<file path="config.mk">
export PLATFORM = sky130hd
export DESIGN_NAME = plot_sink
export DESIGN_NICKNAME = d
export VERILOG_FILES = /design/src/rtl/plot_sink.sv
export SDC_FILE = /design/constraint.sdc
export NUM_CORES = 1
export LEC_CHECK = 0
export BUFFER_PORTS_ARGS = -buffer_cell sky130_fd_sc_hd__clkbuf_2
export CORE_MARGIN = 3
export CORE_UTILIZATION = 53
export CTS_CLUSTER_SIZE = 12
export DETAILED_ROUTE_END_ITERATION = 8
export PLACE_DENSITY = 0.74
export SLEW_MARGIN = 20
export SYNTH_ARGS = -nofsm -noshare
export SYNTH_HDL_FRONTEND = slang
export SYNTH_SLANG_ARGS = --single-unit
</file>
<file path="constraint.sdc">
create_clock -name clk -period 3.9 [get_ports clk]
set_clock_uncertainty 0.2 [all_clocks]
set_input_delay 0.78 -clock clk [delete_from_list [all_inputs] [get_ports clk]]
set_output_delay 0.78 -clock clk [all_outputs]
set_load 0.01 [all_outputs]
</file>
<file path="src/rtl/plot_sink.sv">
// plot_sink: receives the pixel-plot stream, clips off-screen pixels, buffers
// in-range plots in a small FIFO and drains them into the framebuffer write
// port when granted. A clear request sweeps every framebuffer address with
// CLEAR_COLOR.
// Optional feature: define PLOT_SINK_DROP_COUNT_EN to build the saturating
// clipped-plot counter; otherwise drop_count is tied to zero.
//
// state | meaning
// IDLE  | accept plots, drain FIFO on grant
// FLUSH | clear requested, draining remaining plots first
// CLEAR | sweeping all addresses with CLEAR_COLOR on granted cycles
module plot_sink #(
  parameter int         FIFO_DEPTH  = 8,
  parameter int         SCREEN_W    = 160,
  parameter int         SCREEN_H    = 120,
  parameter logic [2:0] CLEAR_COLOR = 3'b000
) (
  input  logic        clk,
  input  logic        reset,
  input  logic        plot,
  input  logic [7:0]  x,
  input  logic [7:0]  y,
  input  logic [2:0]  color,
  output logic        busy,
  input  logic        clear,
  output logic        clear_done,
  input  logic        mem_grant,
  output logic        mem_we,
  output logic [14:0] mem_addr,
  output logic [2:0]  mem_data,
  output logic [7:0]  drop_count
);

  localparam int          AW        = $clog2(FIFO_DEPTH);
  localparam logic [8:0]  W_LIM     = 9'(SCREEN_W);
  localparam logic [8:0]  H_LIM     = 9'(SCREEN_H);
  localparam logic [14:0] W15       = 15'(SCREEN_W);
  localparam logic [14:0] LAST_ADDR = 15'(SCREEN_W * SCREEN_H - 1);

  typedef enum logic [1:0] {S_IDLE, S_CLEAR, S_FLUSH} state_t;

  state_t      r_state, w_state_nxt;
  logic [7:0]  r_fx [FIFO_DEPTH];
  logic [7:0]  r_fy [FIFO_DEPTH];
  logic [2:0]  r_fc [FIFO_DEPTH];
  logic [AW:0] r_wptr, r_rptr;
  logic [14:0] r_clr_cnt;
  logic        r_mem_we, r_clear_done;
  logic [14:0] r_mem_addr;
  logic [2:0]  r_mem_data;

  logic        w_empty, w_full, w_busy, w_accept, w_in_range, w_push, w_pop;
  logic        w_clr_wr, w_clr_last;
  logic [14:0] w_head_addr;

  assign w_empty    = (r_wptr == r_rptr);
  assign w_full     = (r_wptr[AW] != r_rptr[AW]) && (r_wptr[AW-1:0] == r_rptr[AW-1:0]);
  assign w_busy     = w_full || (r_state != S_IDLE);
  assign w_accept   = plot && !w_busy;
  assign w_in_range = ({1'b0, x} < W_LIM) && ({1'b0, y} < H_LIM);
  assign w_push     = w_accept && w_in_range;
  assign w_pop      = (r_state != S_CLEAR) && mem_grant && !w_empty;
  assign w_clr_wr   = (r_state == S_CLEAR) && mem_grant;
  assign w_clr_last = w_clr_wr && (r_clr_cnt == LAST_ADDR);
  assign w_head_addr = 15'(r_fy[r_rptr[AW-1:0]]) * W15 + 15'(r_fx[r_rptr[AW-1:0]]);

  // FIFO storage: written on push, no reset needed for the data itself
  always_ff @(posedge clk) begin
    if (w_push) begin
      r_fx[r_wptr[AW-1:0]] <= x;
      r_fy[r_wptr[AW-1:0]] <= y;
      r_fc[r_wptr[AW-1:0]] <= color;
    end
  end

  // FIFO pointers, with an extra wrap bit to tell full from empty
  always_ff @(posedge clk or posedge reset) begin
    if (reset) begin
      r_wptr <= '0;
      r_rptr <= '0;
    end else begin
      if (w_push) r_wptr <= r_wptr + 1'b1;
      if (w_pop)  r_rptr <= r_rptr + 1'b1;
    end
  end

  // FSM state register
  always_ff @(posedge clk or posedge reset) begin
    if (reset) r_state <= S_IDLE;
    else       r_state <= w_state_nxt;
  end

  // FSM next-state logic
  always_comb begin
    w_state_nxt = r_state;
    case (r_state)
      S_IDLE:  if (clear) w_state_nxt = w_empty ? S_CLEAR : S_FLUSH;
      S_FLUSH: if (w_empty) w_state_nxt = S_CLEAR;
      S_CLEAR: if (w_clr_last) w_state_nxt = S_IDLE;
      default: w_state_nxt = S_IDLE;
    endcase
  end

  // clear sweep address counter, advancing only on granted cycles
  always_ff @(posedge clk or posedge reset) begin
    if (reset)           r_clr_cnt <= '0;
    else if (w_clr_last) r_clr_cnt <= '0;
    else if (w_clr_wr)   r_clr_cnt <= r_clr_cnt + 15'd1;
  end

  // registered framebuffer write port and sweep-done pulse
  always_ff @(posedge clk or posedge reset) begin
    if (reset) begin
      r_mem_we     <= 1'b0;
      r_mem_addr   <= '0;
      r_mem_data   <= '0;
      r_clear_done <= 1'b0;
    end else begin
      r_mem_we     <= w_pop || w_clr_wr;
      r_clear_done <= w_clr_last;
      if (w_pop) begin
        r_mem_addr <= w_head_addr;
        r_mem_data <= r_fc[r_rptr[AW-1:0]];
      end else if (w_clr_wr) begin
        r_mem_addr <= r_clr_cnt;
        r_mem_data <= CLEAR_COLOR;
      end
    end
  end

`ifdef PLOT_SINK_DROP_COUNT_EN
  logic [7:0] r_drop_cnt;

  // saturating count of accepted-but-clipped plots
  always_ff @(posedge clk or posedge reset) begin
    if (reset) r_drop_cnt <= '0;
    else if (w_accept && !w_in_range && (r_drop_cnt != 8'hFF)) r_drop_cnt <= r_drop_cnt + 8'd1;
  end

  assign drop_count = r_drop_cnt;
`else
  assign drop_count = 8'd0;
`endif

  assign busy       = w_busy;
  assign clear_done = r_clear_done;
  assign mem_we     = r_mem_we;
  assign mem_addr   = r_mem_addr;
  assign mem_data   = r_mem_data;

endmodule

</file>
==> results.toml, run 1 <==
[clocking]
hold_buffers = 0
cts_root_buffer = "clkbuf_16"
cts_tree = "built"
clkLatencyLatePin_ns = 0.43
htree_levels = 4
cts_num_sinks = 197
clock_path_buffers = 2
path_clk_slew_ns = 0.07
numCtsBuffers = 17

[worst_setup_path]
setup.worst_path.end_class = "flip-flop"
r2r_setup_slack_ns = 0.22
required_ns = 4.04
critPathLaunchType = "flip-flop"
max_stage_delay_ns = 0.50
path_cells = "buf_4 > mux4_2 > mux2_2 > ha_1 > ha_1 > a211oi_1 > nor2_1 > xor2_1 > and3_1 > nand3_1 > xor2_1 > o22ai_1"
critPathTopFamily = "multiplexers"
cp_max_fo = 8
slowest_stage = "mux4_2"
cp.arrival_ns = 3.82
crit_buf_inv = 1
critPathKind = "flip-flop to flip-flop"

[synth]
netlist_instances = 483
synth_top_area_share_pct = 55.1
synth-edff-count = 152
synth.distinct_cells = 45
async_flop_share_pct = 22.8
ys_warn_count = 0
syn_area_um2 = 8290
yosysTopAreaCell = "edfxtp_1"
yosys-top-cells-count = "edfxtp_1, dfrtp_1, mux4_2"
synth_top_flop_cell = "edfxtp_1"
yosysSeqAreaShare_pct = 68.6
synth.avg_cell_area_um2 = 17.2
yosys_register_bits = 197
yosysMostFrequentCell = "edfxtp_1"
synth_area_leaders = "edfxtp_1, dfrtp_1, mux4_2"

[timing]
maxSlewViolCount = 0
slew_headroom_pct = 37.6
setup_viol = 0
fmax_mhz = 272
worst_slack_ns = 0.219
hold_slack_ns = 0.290
finalCritPeriodShare_pct = 94.4
fin_crit_ns = 3.68
hold_viol = 0
tightest_slew_ns = 0.934

[final_layout]
drive_gt1_share_pct = 30.3
fill_cells = 1057
fin_util_pct = 63.1
final_nets = 602
diodes = 0
fin_area_um2 = 9620
area_delta_synth_final_pct = 16.1

[power]
p_leak_nw = 3.55
irDropWorstVdd_mv = 0.568
p_total_mw = 7.60
powerDensity_nw_per_um2 = 789

[place]
gp_congestion = 0.818
numPortBuffers = 44
hpwl_mm = 10.4
placed_area_um2 = 8940
pre_cts_slack_ns = 0.162

[global_routing]
grtUsageMet2_pct = 32.0
grt_pass1_wl_mm = 24.8
grtUsageMet3_pct = 5.63
grt.busiest_layer = "met2"
grt_use_total_pct = 19.8
overflow = 0
grt_max_degree = 46
use_met1_pct = 26.4
grt_pass1_vias = 4505
antenna_found_initial = 0

[detailed_routing]
drc = 0
dr_total_vias = 4428
postRouteAntennaNets = 0
routed_via_density = 5.66
finalWirelength_mm = 15.8
drtIter0Drc = 318
first_pass_iters = 6
post_drt_wl_per_cell_um = 20.2

[floorplanning]
core_area_um2 = 15300
die-area_um2 = 17200
rows = 45
die_y_um = 131
dieWidth_um = 131
num_io_pins = 53
start_util_pct = 54.3

[status]
status = "completed"

[min_path]
hold_class = "flip-flop to flip-flop"

[run]
cap_violations = 0
==> state kept, by name, indices dropped and copies added (netlist names), 3 cells and up <==
name,count
mem_addr,15
mem_data,3
r_clr_cnt,15
r_fc,24
r_fx,64
r_fy,64
r_rptr,4
r_wptr,4
==> cell type report <==
| cell class | count | area [um^2] | area share, % |
|---|---|---|---|
| multi-input cells | 256 | 2490 | 25.9 |
| clock inverters | 14 | 208 | 2.16 |
| inverters | 11 | 41.3 | 0.429 |
| repair buffers | 75 | 490 | 5.10 |
| flip-flops and latches | 197 | 5690 | 59.1 |
| well taps | 211 | 264 | 2.74 |
| clock buffers | 18 | 439 | 4.56 |
==> path summary, 6_finish.rpt <==
check | startpoint | end | cells after the start
worst max-delay path | r_rptr[0] | mem_addr[14] | 12
worst min-delay path | mem_addr[7] | mem_addr[7] | 2
worst max register to register | r_rptr[0] | mem_addr[14] | 12
worst min register to register | mem_addr[7] | mem_addr[7] | 2
max in group asynchronous | reset | r_rptr[0] | 2
min in group asynchronous | reset | r_state[1] | 2
==> cells in the final DEF, fill, tap and decap left out, types with 3 or more instances in the layout <==
cell and n:
o21ai_1 12, mux2i_1 8, clkbuf_16 17, o21ai_0 10, dfrtp_1 44, bufinv_16 3, inv_8 3, nor2b_1 4
nor3_1 5, nor2_1 15, nand4_1 5, and3_1 3, a22oi_1 8, clkbuf_2 44, xor2_1 12, ha_1 18
nor3b_2 6, xnor2_1 21, o22ai_1 4, nand3_1 5, inv_1 10, mux2_2 12, buf_12 3, o21bai_1 3
buf_4 28, a21oi_1 5, nand2_1 29, inv_6 4, mux4_2 38, edfxtp_1 152, conb_1 8
==> per-stage QoR <==
step                      setup TNS [ns]  instances
after floorplan                        0        490
after global placement                 0        747
after detailed placement               0        747
after CTS                              0        779
after global routing             -0.0109        782
final                                  0        782
==> tightest hold or removal path: cells and delay by family (launching register included) <==
kind | cells | cell delay [ns]
AO/OA/AOI/OAI | 1 | 0.06
AND/OR/NAND/NOR | 1 | 0.05
flip-flops | 1 | 0.35
==> cells by family after synthesis <==
family                     count (synthesis)  share of synthesized area (%)
adders and majority gates                 20                           3.20
AOI/OAI and AO/OA                         48                           3.49
other                                      1                         0.0452
xor gates and xnor gates                  34                           3.59
and+or+nand+nor                           87                           5.64
DFF                                      197                           68.6
buffers and inverters                     37                           2.34
muxes                                     59                           13.1
==> where the power goes <==
group          switching (mW)  internal (mW)  total [mW]  leakage [nW]
combinational            1.58           1.52        3.10          1.29
sequential              0.173           2.46        2.63          1.94
clock                   0.801           1.06        1.86         0.313
total                    2.55           5.04        7.60          3.55
==> routing by layer <==
metal  share of wire (%)  wire length, um
met5                   0                0
met4                 2.0              316
met3                 5.1              807
met2                  50             7890
met1                  43             6810
==> what timing repair did <==
item	CTS	global route
buffers inserted	0	3
setup endpoints to repair	0	2
resized for setup	0	3
No activity file was read; power rests on OpenSTA's default activity.
==> run 2, diff against run 1 <==
--- a/config.mk
+++ b/config.mk
@@ -6,11 +6,12 @@
 export NUM_CORES = 1
 export LEC_CHECK = 0
 export BUFFER_PORTS_ARGS = -buffer_cell sky130_fd_sc_hd__clkbuf_2
+export CAP_MARGIN = 25
 export CORE_MARGIN = 3
-export CORE_UTILIZATION = 53
+export CORE_UTILIZATION = 54
 export CTS_CLUSTER_SIZE = 12
 export DETAILED_ROUTE_END_ITERATION = 8
-export PLACE_DENSITY = 0.74
+export PLACE_DENSITY = 0.75
 export SLEW_MARGIN = 20
 export SYNTH_ARGS = -nofsm -noshare
 export SYNTH_HDL_FRONTEND = slang
==> results.toml, run 2 (synthesis gave the netlist of run 1 again) <==
[status]
status = "completed"

[worst_setup_path]
cp_max_fo = 13
max_stage_delay_ns = 0.52
critPathLaunchType = "flip-flop"
slowest_stage = "mux4_2"
rr_worst_depth = 12
cp.depth = 12
crit_buf_inv = 2
path_cells = "buf_12 > mux4_2 > mux2_2 > ha_1 > ha_1 > inv_1 > fa_1 > nor3b_1 > and3_1 > nand3_1 > xor2_1 > o22ai_1"
setup.worst_path.end_class = "flip-flop"
required_ns = 4.03
critPathTopFamily = "adder cells"
cp.arrival_ns = 3.82
critPathKind = "flip-flop to flip-flop"
crit_top_cell = "ha_1"

[floorplanning]
die-area_um2 = 16900
num_io_pins = 53
dieWidth_um = 130
rows = 44
start_util_pct = 56.2
die_y_um = 130
core_area_um2 = 14800

[clocking]
hold_buffers = 0
clock_path_buffers = 2
htree_levels = 4
cts_tree = "built"
clkLatencyLatePin_ns = 0.43
cts_root_buffer = "clkbuf_16"
numCtsBuffers = 17
path_clk_slew_ns = 0.07
cts_num_sinks = 197

[place]
gp_congestion = 0.857
pre_cts_slack_ns = 0.240
hpwl_mm = 10.3
numPortBuffers = 44
placed_area_um2 = 8880

[final_layout]
diodes = 0
final_cell_mix = "edfxtp_1, dfrtp_1, clkbuf_2"
fin_area_um2 = 9530
area_delta_synth_final_pct = 15.0
fill_cells = 1019
final_nets = 599
mostFrequentLayoutCell = "edfxtp_1"
drive_gt1_share_pct = 29.6

[timing]
fmax_mhz = 271
setup_viol = 0
slew_headroom_pct = 61.1
setup_tns_ns = 0
finalCritPeriodShare_pct = 94.6
hold_viol = 0
tightest_slew_ns = 0.579
maxSlewViolCount = 0
worst_slack_ns = 0.210
fin_crit_ns = 3.69

[run]
cap_violations = 0

[global_routing]
antenna_found_initial = 1
grt_max_degree = 46
grt_pass1_wl_mm = 25.3
grt_pass1_vias = 4461
overflow = 0
grt_use_total_pct = 20.5

[power]
p_total_mw = 7.56
p_leak_nw = 3.50
irDropWorstVdd_mv = 0.457
powerDensity_nw_per_um2 = 794

[detailed_routing]
drc = 0
dr_total_vias = 4380
postRouteAntennaNets = 0
routed_via_density = 5.82
first_pass_iters = 4
drtIter0Drc = 404
post_drt_wl_per_cell_um = 21.4
finalWirelength_mm = 16.1

[min_path]
hold_class = "input pin to async pin"
==> run 2: changes by cell type in the layout (fill, tap and decap cells not counted), sizes merged <==
cell	before	now
clkinvlp	1	4
buf	31	28
inv	18	15
clkbuf	62	63
bufinv	3	2
==> run 2: path summary, 6_finish.rpt <==
path                             start      endpoint  slack (ns)
setup / recovery             r_rptr[0]  mem_addr[14]        0.21
hold / removal                   reset   mem_data[2]        0.07
setup reg to reg             r_rptr[0]  mem_addr[14]        0.21
hold reg to reg            mem_addr[3]   mem_addr[3]        0.28
max in group asynchronous        reset     r_rptr[0]        2.94
min in group clk           mem_addr[3]   mem_addr[3]        0.28
==> run 2: layout make-up <==
class | instances | area, um^2 | share of cell area [%]
clock buffers | 19 | 453 | 4.75
clock inverters | 13 | 165 | 1.73
flip-flops and latches | 197 | 5690 | 59.7
multi-input cells | 256 | 2480 | 26.0
inverters | 11 | 41.3 | 0.433
repair buffers | 72 | 472 | 4.95
well taps | 184 | 230 | 2.42
==> run 2: what timing repair did <==
item                                    in CTS  in global routing
endpoints found under the setup margin       0                  1
gates resized for setup                      0                  2
buffers inserted                             0                  0
==> run 2: power by group <==
group          internal [mW]  switching, mW  leakage [nW]
sequential              2.46          0.182          1.94
combinational           1.57           1.57          1.27
clock                  0.999          0.783         0.290
total                   5.03           2.53          3.50
==> run 2: worst reg2reg max path, delay by kind of cell (launching register included) <==
family,cells,cell delay [ns]
DFF,1,0.39
xor gates and xnor gates,1,0.16
AOI/OAI and AO/OA,1,0.18
adders and majority gates,3,0.96
and+or+nand+nor,3,0.64
buffers and inverters,2,0.23
muxes,2,0.83
==> run 2: metal layers <==
metal / GRT usage (%) / up-vias / part of all wire, % / wire length (um)
met1: 28.3 / 2239 / 43 / 6890
li1: - / 1992 / - / -
met4: 5.87 / 2 / 1.2 / 199
met3: 5.53 / 19 / 5.2 / 839
met5: 0 / - / 0.11 / 17
met2: 32.6 / 128 / 51 / 8110
==> run 2: through the flow <==
stage	hold slack (ns)	cells	util, %
6_report	0.0731	752	64.6
5_1_grt	0.0700	752	64.6
4_1_cts	0.290	751	64.4
3_5_place_dp	0.277	719	60.2
3_3_place_gp	0.260	719	60.2
2_1_floorplan	0.251	490	-
